File: src/rtl/alu_pkg.sv
`default_nettype none
// ============================================================================
//  Module      : alu_pkg
//  Description : Opcode encodings and sequencer state encoding shared by the
//                alu_seq command sequencer and the top level around the ALU.
//  Revision    : 1.0 - initial release
// ============================================================================
package alu_pkg;

   localparam logic [2:0] OP_ADD = 3'd0;
   localparam logic [2:0] OP_SUB = 3'd1;
   localparam logic [2:0] OP_AND = 3'd2;
   localparam logic [2:0] OP_OR  = 3'd3;
   localparam logic [2:0] OP_NOT = 3'd4;
   localparam logic [2:0] OP_LSH = 3'd5;
   localparam logic [2:0] OP_RSH = 3'd6;
   localparam logic [2:0] OP_MUL = 3'd7;

   typedef enum logic [1:0] {
      ST_IDLE = 2'd0,
      ST_EXEC = 2'd1,
      ST_DONE = 2'd2
   } state_t;

endpackage
`default_nettype wire

File: src/rtl/alu_seq.sv
`default_nettype none
// ============================================================================
//  Module      : alu_seq
//  Description : One-command-at-a-time sequencer in front of the alu datapath.
//                Registers op/operands onto the ALU inputs, holds them for the
//                op latency (start pulse for shift/multiply), then captures
//                the ALU result into a one-entry output buffer.
//  Revision    : 1.0 - initial release
// ============================================================================
module alu_seq
   import alu_pkg::*;
#(
   parameter int N         = 32,
   parameter int SHIFT_LAT = 2,
   parameter int MUL_LAT   = 4
) (
   input  logic         clk,
   input  logic         rst_n,
   input  logic         cmd_valid,
   output logic         cmd_ready,
   input  logic [2:0]   cmd_op,
   input  logic [N-1:0] cmd_a,
   input  logic [N-1:0] cmd_b,
   output logic [2:0]   alu_op,
   output logic [N-1:0] alu_a,
   output logic [N-1:0] alu_b,
   output logic         alu_inp,
   input  logic [N-1:0] alu_y_ext,
   input  logic [N-1:0] alu_y,
   input  logic         alu_flg,
   output logic         res_valid,
   input  logic         res_ready,
   output logic [N-1:0] res_y_ext,
   output logic [N-1:0] res_y,
   output logic         res_flg,
   output logic         busy
);

   localparam int c_MAX_LAT = (SHIFT_LAT > MUL_LAT) ? SHIFT_LAT : MUL_LAT;
   localparam int c_CNT_W   = $clog2(c_MAX_LAT + 1);
   localparam logic [c_CNT_W-1:0] c_SHIFT_LD = c_CNT_W'(SHIFT_LAT);
   localparam logic [c_CNT_W-1:0] c_MUL_LD   = c_CNT_W'(MUL_LAT);

   state_t               r_state;
   state_t               w_state_nxt;
   logic [c_CNT_W-1:0]   r_cnt;
   logic [c_CNT_W-1:0]   w_cnt_load;
   logic                 w_start;
   logic                 w_accept;
   logic                 w_capture;
   logic [2:0]           r_op;
   logic [N-1:0]         r_a;
   logic [N-1:0]         r_b;
   logic                 r_inp;
   logic [N-1:0]         r_res_y_ext;
   logic [N-1:0]         r_res_y;
   logic                 r_res_flg;

   assign w_accept  = cmd_valid && (r_state == ST_IDLE);
   assign w_capture = (r_state == ST_EXEC) && (r_cnt == '0);

   // Latency load value and start-pulse request decoded from the incoming opcode
   always_comb begin
      w_cnt_load = '0;
      w_start    = 1'b0;
      case (cmd_op)
         OP_LSH, OP_RSH: begin
            w_cnt_load = c_SHIFT_LD;
            w_start    = 1'b1;
         end
         OP_MUL: begin
            w_cnt_load = c_MUL_LD;
            w_start    = 1'b1;
         end
         default: begin
            w_cnt_load = '0;
            w_start    = 1'b0;
         end
      endcase
   end

   // State register
   always_ff @(posedge clk or negedge rst_n) begin
      if (!rst_n) r_state <= ST_IDLE;
      else        r_state <= w_state_nxt;
   end

   // Next-state logic
   always_comb begin
      w_state_nxt = r_state;
      case (r_state)
         ST_IDLE: if (cmd_valid) w_state_nxt = ST_EXEC;
         ST_EXEC: if (r_cnt == '0) w_state_nxt = ST_DONE;
         ST_DONE: if (res_ready) w_state_nxt = ST_IDLE;
         default: w_state_nxt = ST_IDLE;
      endcase
   end

   // Handshake and status outputs; cmd_ready stays low while reset is held
   always_comb begin
      cmd_ready = (r_state == ST_IDLE) && rst_n;
      res_valid = (r_state == ST_DONE);
      busy      = (r_state != ST_IDLE);
   end

   // Command registers driving the ALU, held from accept until the next accept
   always_ff @(posedge clk or negedge rst_n) begin
      if (!rst_n) begin
         r_op <= '0;
         r_a  <= '0;
         r_b  <= '0;
      end else if (w_accept) begin
         r_op <= cmd_op;
         r_a  <= cmd_a;
         r_b  <= cmd_b;
      end
   end

   // Start pulse: high only in the first EXEC cycle of shift/multiply ops
   always_ff @(posedge clk or negedge rst_n) begin
      if (!rst_n) r_inp <= 1'b0;
      else        r_inp <= w_accept && w_start;
   end

   // Latency counter: loaded on accept, counts down to zero during EXEC
   always_ff @(posedge clk or negedge rst_n) begin
      if (!rst_n) begin
         r_cnt <= '0;
      end else if (w_accept) begin
         r_cnt <= w_cnt_load;
      end else if ((r_state == ST_EXEC) && (r_cnt != '0)) begin
         r_cnt <= r_cnt - 1'b1;
      end
   end

   // Result buffer: flag only meaningful for add/sub, high word only for mul
   always_ff @(posedge clk or negedge rst_n) begin
      if (!rst_n) begin
         r_res_y_ext <= '0;
         r_res_y     <= '0;
         r_res_flg   <= 1'b0;
      end else if (w_capture) begin
         r_res_y     <= alu_y;
         r_res_y_ext <= (r_op == OP_MUL) ? alu_y_ext : '0;
         r_res_flg   <= ((r_op == OP_ADD) || (r_op == OP_SUB)) ? alu_flg : 1'b0;
      end
   end

   assign alu_op    = r_op;
   assign alu_a     = r_a;
   assign alu_b     = r_b;
   assign alu_inp   = r_inp;
   assign res_y_ext = r_res_y_ext;
   assign res_y     = r_res_y;
   assign res_flg   = r_res_flg;

endmodule
`default_nettype wire

File: config.mk
export PLATFORM = sky130hd
export DESIGN_NAME = alu_seq
export DESIGN_NICKNAME = d
export VERILOG_FILES = /design/src/rtl/alu_pkg.sv /design/src/rtl/alu_seq.sv
export SDC_FILE = /design/constraint.sdc
export NUM_CORES = 1
export LEC_CHECK = 0
export ABC_AREA = 1
export CORE_MARGIN = 4
export CORE_UTILIZATION = 40
export CTS_CLUSTER_SIZE = 16
export DETAILED_ROUTE_END_ITERATION = 8
export PLACE_DENSITY = 0.81
export SLEW_MARGIN = 20
export SYNTH_ARGS = -nofsm -noshare
export SYNTH_HDL_FRONTEND = slang
export SYNTH_SLANG_ARGS = --single-unit
export TNS_END_PERCENT = 100
File: constraint.sdc
create_clock -name clk -period 2 [get_ports clk]
set_clock_uncertainty 0.1 [all_clocks]
set_input_delay 0.2 -clock clk [delete_from_list [all_inputs] [get_ports clk]]
set_output_delay 0.2 -clock clk [all_outputs]
set_load 0.02 [all_outputs]
**After elaboration in Yosys (flattened, before gate mapping)**

Index checks and enable logic that the tools add are counted.

- Output and inout port bits: 136
- Word-level logic and storage cells: 45
- Register bits after elaboration: 138

- Reductions and logical operators: 15
- Eq/ne operators: 10
- Multiplexer cells: 10
- $add $sub $neg: 1

Operators with widths:

| operator | count |
|---|---|
| $mux W32 | 1 |
| $eq A3 B3 Y1 const B | 4 |
| $logic_not A3 Y1 | 2 |
| $mux W2 | 3 |
| $mux W3 | 2 |
| $pmux W2 S3 | 1 |
| $pmux W3 S2 | 1 |
| $logic_and A1 B1 Y1 | 5 |
| $ne A2 B1 Y1 const B | 2 |
| $reduce_bool A2 Y1 | 2 |
| $eq A3 B1 Y1 const B | 1 |
| $reduce_and A3 Y1 | 1 |
| $reduce_bool A3 Y1 | 1 |
| $reduce_or A3 Y1 | 1 |
| $sub A3 B1 Y3 const B | 1 |
| $eq A2 B1 Y1 const B | 1 |
| $eq A2 B2 Y1 const B | 1 |
| $logic_not A2 Y1 | 1 |
| $mux W1 | 2 |
| $ne A2 B2 Y1 const B | 1 |
| $reduce_or A2 Y1 | 1 |
| $logic_or A1 B1 Y1 | 1 |

**Logic depth before layout (Yosys ltp)**

Gate-level depths: netlist (run 1).

- Depth after elaboration: 4
- Depth in mapped cells: 8

**Worst setup path before layout (run 1)**

OpenSTA, ideal clock, no wires.

- Path kind: reg-to-reg
- From: register r_cnt[0]
- To: register r_cnt[0]
- Data required time: 1.773 ns
- Path buffers: 0
- Arrival time: 1.192 ns
- Path slack: 0.581 ns
- Library setup time: 0.127 ns
- Stages on the path, launching flop included: 8
- Period minus slack after synthesis: 1.419 ns
- Cells stage by stage: dfrtp_1 -> inv_1 -> ha_1 -> inv_1 -> o21ai_0 -> nand2_1 -> nand2_1 -> o21ai_0

- Cells in the longest elaborated chain, start to end: 3
- Elaborated cells between the ends (all ways): 6

Ends and longest elaborated chain:

| what | line | text |
|---|---|---|
| from (decl) | alu_seq.sv:46 | `logic [c_CNT_W-1:0] r_cnt;` |
| from (signal assigned) | alu_seq.sv:130 | `r_cnt <= w_cnt_load;` |
| from (signal assigned) | alu_seq.sv:132 | `r_cnt <= r_cnt - 1'b1;` |
| $sub A3 B1 Y3 / $reduce_bool A3 Y1 (equally long branches) | alu_seq.sv:132, alu_seq.sv:131 |  |
| $mux W3 / $logic_and A1 B1 Y1 (equally long branches) | alu_seq.sv:131 | `end else if ((r_state == ST_EXEC) && (r_cnt != '0)) begin` |
| $mux W3 / $reduce_bool A2 Y1 (equally long branches) | -- |  |

Parallel ways exist; a longest one is shown, timed or not. The select of a mux whose other input is x is not followed.
A chain may end at the register's enable or synchronous reset.

**Final worst setup path (run 1)**

- From: register r_state[1]
- To: output port cmd_ready

- Cells in the longest elaborated chain, start to end: 2

Ends and longest elaborated chain:

| what | line | text |
|---|---|---|
| from (decl) | alu_seq.sv:44 | `state_t r_state;` |
| from (signal assigned) | alu_seq.sv:85 | `else r_state <= w_state_nxt;` |
| $logic_not A2 Y1 | alu_seq.sv:101 | `cmd_ready = (r_state == ST_IDLE) && rst_n;` |
| $logic_and A1 B1 Y1 | alu_seq.sv:101 |  |
| to (decl) | alu_seq.sv:20 | `output logic cmd_ready,` |

Every way passes these cells.

==> flow_metrics.tcl, run 1 <==
set metrics [dict create \
    vias_per_cell 4.51 \
    regToRegEndpoint "r_cnt[0]" \
    syn-cell-area_sq_mm 0.00538 \
    postRouteAntennaNets 0 \
    worst_path_dominant_cell_family "buffers and inverters" \
    hold-path-cell-count 3 \
    worst_path_cell_with_the_longest_stage_delay "sky130_fd_sc_hd__dfrtp_1" \
    synth_area_per_inst_sq_um 8.82 \
    synthesis.nets 748 \
    fp.dieH_microns 124 \
    drc 0 \
    postSynthRegisterBits 138 \
    grt_pass1_wl_mm 23.2 \
    firstDrtPassIters 4 \
    global_route.usage.total_pct 19.8 \
    hold_class "in2reg" \
    grt_antenna_before_repair 0 \
    hold_viol_final 0 \
    drt_iter0_drc 194 \
    path_max_fanout 4 \
    power_switching_uw 5780 \
    dp.final_hpwl_mm 10.9 \
    cp.arrival_ns 1.49 \
    timing.hold.worst.start "cmd_b[12]" \
    grt_pass1_vias 4747 \
    design.die.area_sq_mm 0.0154 \
    required_ns 1.70 \
    routed-via-count 4820 \
    cts_buffers 17 \
    layout-area-overhead-vs-synth_pct 64.6 \
    worst_setup_path_startpoint "r_state[1]" \
    fillers 1027 \
    worst_pin_slew_ns 0.757 \
    startpoint_of_the_worst_slack_reg_to_reg_timing_path "r_cnt[0]" \
    setup_total_negative_slack_ns 0 \
    globalplace.congestion 0.763 \
    drv.max_cap_violation_count 0 \
    seqPwrFrac_pct 32.2 \
    postCtsSetupRepairBufs 0 \
    num-nets-final 1018 \
    cp_num_buf_inv 2 \
    std_cell_rows 42 \
    io_buffers 271 \
    start_util_pct 40.8 \
    hold_end "alu_b[12]" \
    power.share.switching_pct 38.1 \
    finalSetupViolations 0 \
    power_report.internal_total_uw 9410 \
    clockRootBuffer "sky130_fd_sc_hd__clkbuf_16" \
    synthesis.yosys.warnings 0 \
    critPathKind "reg2out" \
    setup.worst_path.end_class "primary output" \
    die-width_microns 124 \
    wl_per_cell_microns 14.5 \
    global_route.overflow_total 0 \
    io_pins 272 \
    synth_sequential_area_ratio_pct 64.2 \
    irDropWorstVdd_uv 930 \
    post-route-period-util_pct 89.5 \
    post_route_cells_drive_above_1_share_pct 5.04 \
    final_core_utilization_pct 67.1 \
    status "complete, no violations" \
    cts_max_level 4 \
    power_density_mw_per_mm2 1720 \
    maxSlewViolCount 0 \
    slowest_cell_delay_on_critical_path_ns 0.41 \
    timing.slew.headroom_pct 49.5 \
    clock_tree_from_tritoncts "yes" \
    r2r_slack_ns 0.42 \
    achievable-frequency_mhz 559 \
    clock_power_share_pct 20.6 \
    netlist_instances 610 \
    core_area_sq_mm 0.0132 \
    min_clock_period_post_route_ns 1.79 \
    cts_max_path_buffers 2 \
    grt_setup_unrepaired "no" \
    cellLeakagePower_uw 0.00441 \
    critPathLaunchType "flop" \
    wl_mm 15.5 \
    worst-r2r-cell-count 7 \
    power_frac_comb_pct 47.3 \
    cts.sinks 138 \
    clock_insertion_delay_worst_skew_ns 0.40 \
    grt_max_degree 139 \
    list_of_cells_traversed_by_the_critical_path "inv_1 -> nand2_1 -> nor2_1 -> dlygate4sd2_1" \
    yosysUniqueCellTypes 18 \
    antenna-diode-count 0 \
    worst_setup_hold_path_clk_slew_ns 0.06 \
]
-- logic make-up (layout without fill, tap and decap cells) --
| family | count (synthesis) | in the layout | synth area share (%) |
|---|---|---|---|
| buffers and inverters | 41 | 323 | 4.33 |
| DFF | 138 | 138 | 64.2 |
| adders and majority gates | 2 | 2 | 0.465 |
| and+or+nand+nor | 422 | 422 | 30.3 |
| AOI/OAI and AO/OA | 7 | 7 | 0.698 |
-- layout make-up --
type	count	area, sq um	share of cell area (%)
clock inverter	6	85.1	0.961
clock buffer	25	515	5.82
sequential	138	3450	39.0
timing repair buffer	279	2840	32.1
tap	176	220	2.49
inverter	13	48.8	0.551
multi-input combinational	431	1690	19.1
-- worst max-delay path by stage --
stage | slack, ns | end | depth (start not counted)
detailed placement | 0.36 | cmd_ready | 4
finish | 0.21 | cmd_ready | 4
floorplan | 0.58 | r_cnt[0] | 7
CTS | 0.05 | busy | 3
global placement | 0.36 | cmd_ready | 4
global route | 0.07 | cmd_ready | 4
-- sequential cells by signal, summed over array words and instances, names as in the netlist --
| register | cells |
|---|---|
| alu_op | 3 |
| r_state | 2 |
| res_y | 32 |
| alu_a | 32 |
| res_flg | 1 |
| r_cnt | 3 |
| alu_inp | 1 |
| alu_b | 32 |
| res_y_ext | 32 |
-- power by group through the flow --
stage	sequential [uW]	clock [uW]	combinational [uW]
2_1_floorplan	6430	0	2110
3_3_place_gp	4870	0	7140
3_5_place_dp	4890	0	7270
4_1_cts	4890	3200	7290
5_1_grt	5050	3330	7780
6_report	4880	3120	7180
-- Yosys cell counts --
library cell | number | area [sq um]
sky130_fd_sc_hd__o21ai_0 | 5 | 25.0
sky130_fd_sc_hd__nor2_1 | 5 | 18.8
sky130_fd_sc_hd__a21oi_1 | 1 | 5.00
sky130_fd_sc_hd__o31ai_1 | 1 | 7.51
sky130_fd_sc_hd__inv_2 | 3 | 11.3
sky130_fd_sc_hd__clkbuf_1 | 5 | 18.8
sky130_fd_sc_hd__or2_2 | 1 | 6.26
sky130_fd_sc_hd__nand2_1 | 406 | 1520
sky130_fd_sc_hd__buf_4 | 5 | 37.5
sky130_fd_sc_hd__ha_1 | 2 | 25.0
sky130_fd_sc_hd__buf_6 | 6 | 67.6
sky130_fd_sc_hd__nand3_2 | 1 | 10.0
sky130_fd_sc_hd__nor2_4 | 2 | 22.5
sky130_fd_sc_hd__nand3_1 | 6 | 30.0
sky130_fd_sc_hd__nand3_4 | 1 | 17.5
sky130_fd_sc_hd__dfrtp_1 | 138 | 3450
sky130_fd_sc_hd__buf_2 | 12 | 60.1
sky130_fd_sc_hd__inv_1 | 10 | 37.5
-- layer usage --
layer	global-route usage (%)	wire (microns)	up-vias
met1	22.2	6010	2217
met4	7.46	259	0
met2	32.6	7350	212
li1	-	-	2371
met5	0	0	-
met3	9.45	1850	20
-- per-stage QoR --
step / cell area, sq um / power, uW / hold WS (ns) / setup WS (ns) / cells
after detailed placement: 8240 / 12200 / 0.286 / 0.359 / 1036
final: 8850 / 15200 / 0.229 / 0.210 / 1068
after global placement: 8240 / 12000 / 0.287 / 0.359 / 1036
after global routing: 8850 / 16200 / 0.208 / 0.0748 / 1068
after floorplan: 5380 / 8540 / -0.196 / 0.581 / 610
after CTS: 8850 / 15400 / 0.203 / 0.0465 / 1068
-- worst min-delay path: stages --
cell and delay (ns):
sky130_fd_sc_hd__clkdlybuf4s50_1 0.39, sky130_fd_sc_hd__nand2_1 0.06, sky130_fd_sc_hd__nand2_1 0.04
-- placed cells by master, fill, tap and decap left out, drive strengths merged --
cell | Yosys | final
clkinvlp | 0 | 2
dlygate4sd3 | 0 | 1
dlymetal6s2s | 0 | 1
or2 | 1 | 1
a21oi | 1 | 1
nand3 | 8 | 8
dlygate4sd2 | 0 | 2
bufinv | 0 | 2
dfrtp | 138 | 138
o21ai | 5 | 5
clkdlybuf4s50 | 0 | 267
inv | 13 | 13
clkbuf | 5 | 25
o31ai | 1 | 1
nor2 | 7 | 7
nand2 | 406 | 406
buf | 23 | 8
ha | 2 | 2
clkinv | 0 | 2
-- timing repair --
item,in CTS,in global routing
setup endpoints to repair,2,1
hold buffers,1,0
resized for setup,2,1
hold endpoints to repair,138,0
Power figures use the tool's default switching activity.
==> run 2: changes to the inputs <==
==> constraint.sdc (replaced) <==
create_clock -name clk -period 1.9 [get_ports clk]
set_clock_uncertainty 0.1 [all_clocks]
set_input_delay 0.19 -clock clk [delete_from_list [all_inputs] [get_ports clk]]
set_output_delay 0.19 -clock clk [all_outputs]
set_load 0.02 [all_outputs]
==> run 2 against run 1 <==
Against the previous run: via count shrank 1.9%; non-clock buffer count grew 2; sequential share of layout area shrank 0.30 points; final area grew 0.78%; die area is the same; sequential cell count is the same; clock-buffer cell count shrank 4; worst setup slack lost 0.098 ns; utilization grew 0.52 points; wire length shrank 0.43%; critical path type is now in2out; highest routed layer unchanged.
==> flow_metrics.tcl, run 2 (synthesized netlist as in run 1, its figures left out) <==
set metrics [dict create \
    clockRootBuffer "sky130_fd_sc_hd__clkbuf_16" \
    globalplace.congestion 0.775 \
    post-route-period-util_pct 94.1 \
    global_route.overflow_total 0 \
    cts.sinks 138 \
    grt_max_degree 75 \
    io_pins 272 \
    layout_common_cells "406 x sky130_fd_sc_hd__nand2_1, 267 x sky130_fd_sc_hd__clkdlybuf4s50_1, 138 x sky130_fd_sc_hd__dfrtp_1" \
    cellLeakagePower_uw 0.00445 \
    cp.arrival_ns 1.50 \
    finish.instance_area_sq_mm 0.00892 \
    required_ns 1.61 \
    setup_total_negative_slack_ns 0 \
    cts_buffers 17 \
    critPathKind "in2out" \
    grt_setup_unrepaired "no" \
    final_common_cell "sky130_fd_sc_hd__nand2_1" \
    worst_path_cell_with_the_longest_stage_delay "sky130_fd_sc_hd__dlygate4sd3_1" \
    worst_setup_hold_path_clk_slew_ns 0.06 \
    hold_viol_final 0 \
    antenna-diode-count 0 \
    std_cell_rows 42 \
    drt_iter0_drc 160 \
    final-instance-count-excl-fill 1071 \
    num-nets-final 1020 \
    setup.worst_path.end_class "primary output" \
    power_density_mw_per_mm2 1830 \
    critPathLaunchType "input pin" \
    dpl-instance-area_sq_mm 0.00825 \
    design.die.area_sq_mm 0.0154 \
    list_of_cells_traversed_by_the_critical_path "dlygate4sd3_1 -> buf_6 -> inv_1 -> nor2_1 -> dlygate4sd2_1" \
    wl_mm 15.4 \
    finalSetupViolations 0 \
    timing.slew.headroom_pct 50.7 \
    drv.max_cap_violation_count 0 \
    vias_per_cell 4.42 \
    dp.final_hpwl_mm 11.1 \
    start_util_pct 40.8 \
    post_route_cells_drive_above_1_share_pct 5.59 \
    layout-area-overhead-vs-synth_pct 65.9 \
    achievable-frequency_mhz 559 \
    hold_class "in2async" \
    fp.dieH_microns 124 \
    firstDrtPassIters 4 \
    die-width_microns 124 \
    drc 0 \
    total_power_uw 16300 \
    cts_max_level 4 \
    core_area_sq_mm 0.0132 \
    place_inst 1038 \
    wl_per_cell_microns 14.4 \
    grt_antenna_before_repair 0 \
    maxSlewViolCount 0 \
    routed-via-count 4730 \
    grt_pass1_vias 4812 \
    clock_tree_from_tritoncts "yes" \
    global_route.usage.total_pct 20.1 \
    status "complete, no violations" \
    worst_pin_slew_ns 0.740 \
    slowest_cell_delay_on_critical_path_ns 0.55 \
    path_max_fanout 24 \
    cts_max_path_buffers 2 \
    io_buffers 271 \
    grt_pass1_wl_mm 23.7 \
    irDropWorstVdd_uv 920 \
    clock_insertion_delay_worst_skew_ns 0.40 \
    min_clock_period_post_route_ns 1.79 \
    postRouteAntennaNets 0 \
]
run 2: changes by cell type in the layout (fill, tap and decap cells not counted), moves of 2 or more:
| cell | before | now |
|---|---|---|
| sky130_fd_sc_hd__clkinv_4 | 0 | 2 |
| sky130_fd_sc_hd__clkbuf_8 | 6 | 4 |
| sky130_fd_sc_hd__clkbuf_1 | 2 | 0 |
| sky130_fd_sc_hd__buf_4 | 2 | 5 |
| sky130_fd_sc_hd__bufinv_16 | 2 | 5 |
run 2: power by group:
part           internal, uW  switching (uW)
registers              4350             779
logic                  3410            4130
clock network          2470            1180
total                 10200            6090
run 2: worst paths after layout:
kind | from | end | slack, ns | cells past startpoint
worst max register to register | r_cnt[0] | r_cnt[0] | 0.28 | 7
worst min-delay path | rst_n | res_y_ext[2] | 0.1 | 2
worst max-delay path | rst_n | cmd_ready | 0.11 | 5
worst min register to register | alu_a[28] | alu_a[28] | 0.37 | 2
max in group asynchronous | rst_n | r_cnt[0] | 0.61 | 3
min in group clk | alu_y_ext[13] | res_y_ext[13] | 0.21 | 3
run 2: area by class of cell:
type                       instances  area, sq um
inverter                          13         48.8
clock buffer                      21          480
sequential                       138         3450
tap                              176          220
multi-input combinational        431         1690
fill                            1060         4270
timing repair buffer             281         2840
clock inverter                    11          190
run 2: per-stage QoR:
step	hold WS, ns	setup WS, ns	util (%)
2_1_floorplan	-0.206	0.481	-
3_3_place_gp	-0.0536	0.284	62.5
3_5_place_dp	-0.0548	0.240	62.5
4_1_cts	0.0739	0.0914	67.6
5_1_grt	0.102	0.0454	67.6
6_report	0.0972	0.113	67.6
run 2: worst max-delay path, delay by kind of cell:
kind	cells	cell delay, ns
and+or+nand+nor	1	0.12
buffers and inverters	4	1.19
run 2: routing by layer:
layer	vias up	routed length, microns	global-route usage (%)
met1	2130	6110	22.8
met3	18	1750	9.22
met4	0	273	7.19
met2	202	7280	33.5
met5	-	0	0
li1	2380	-	-
run 2: timing repair:
| action | 4_1_cts | 5_1_grt |
|---|---|---|
| endpoints found under the setup margin | 3 | 0 |
| resized for setup | 3 | 0 |
| endpoints found under the hold margin | 21 | 0 |
| buffers inserted | 0 | 0 |
| hold buffers | 1 | 0 |
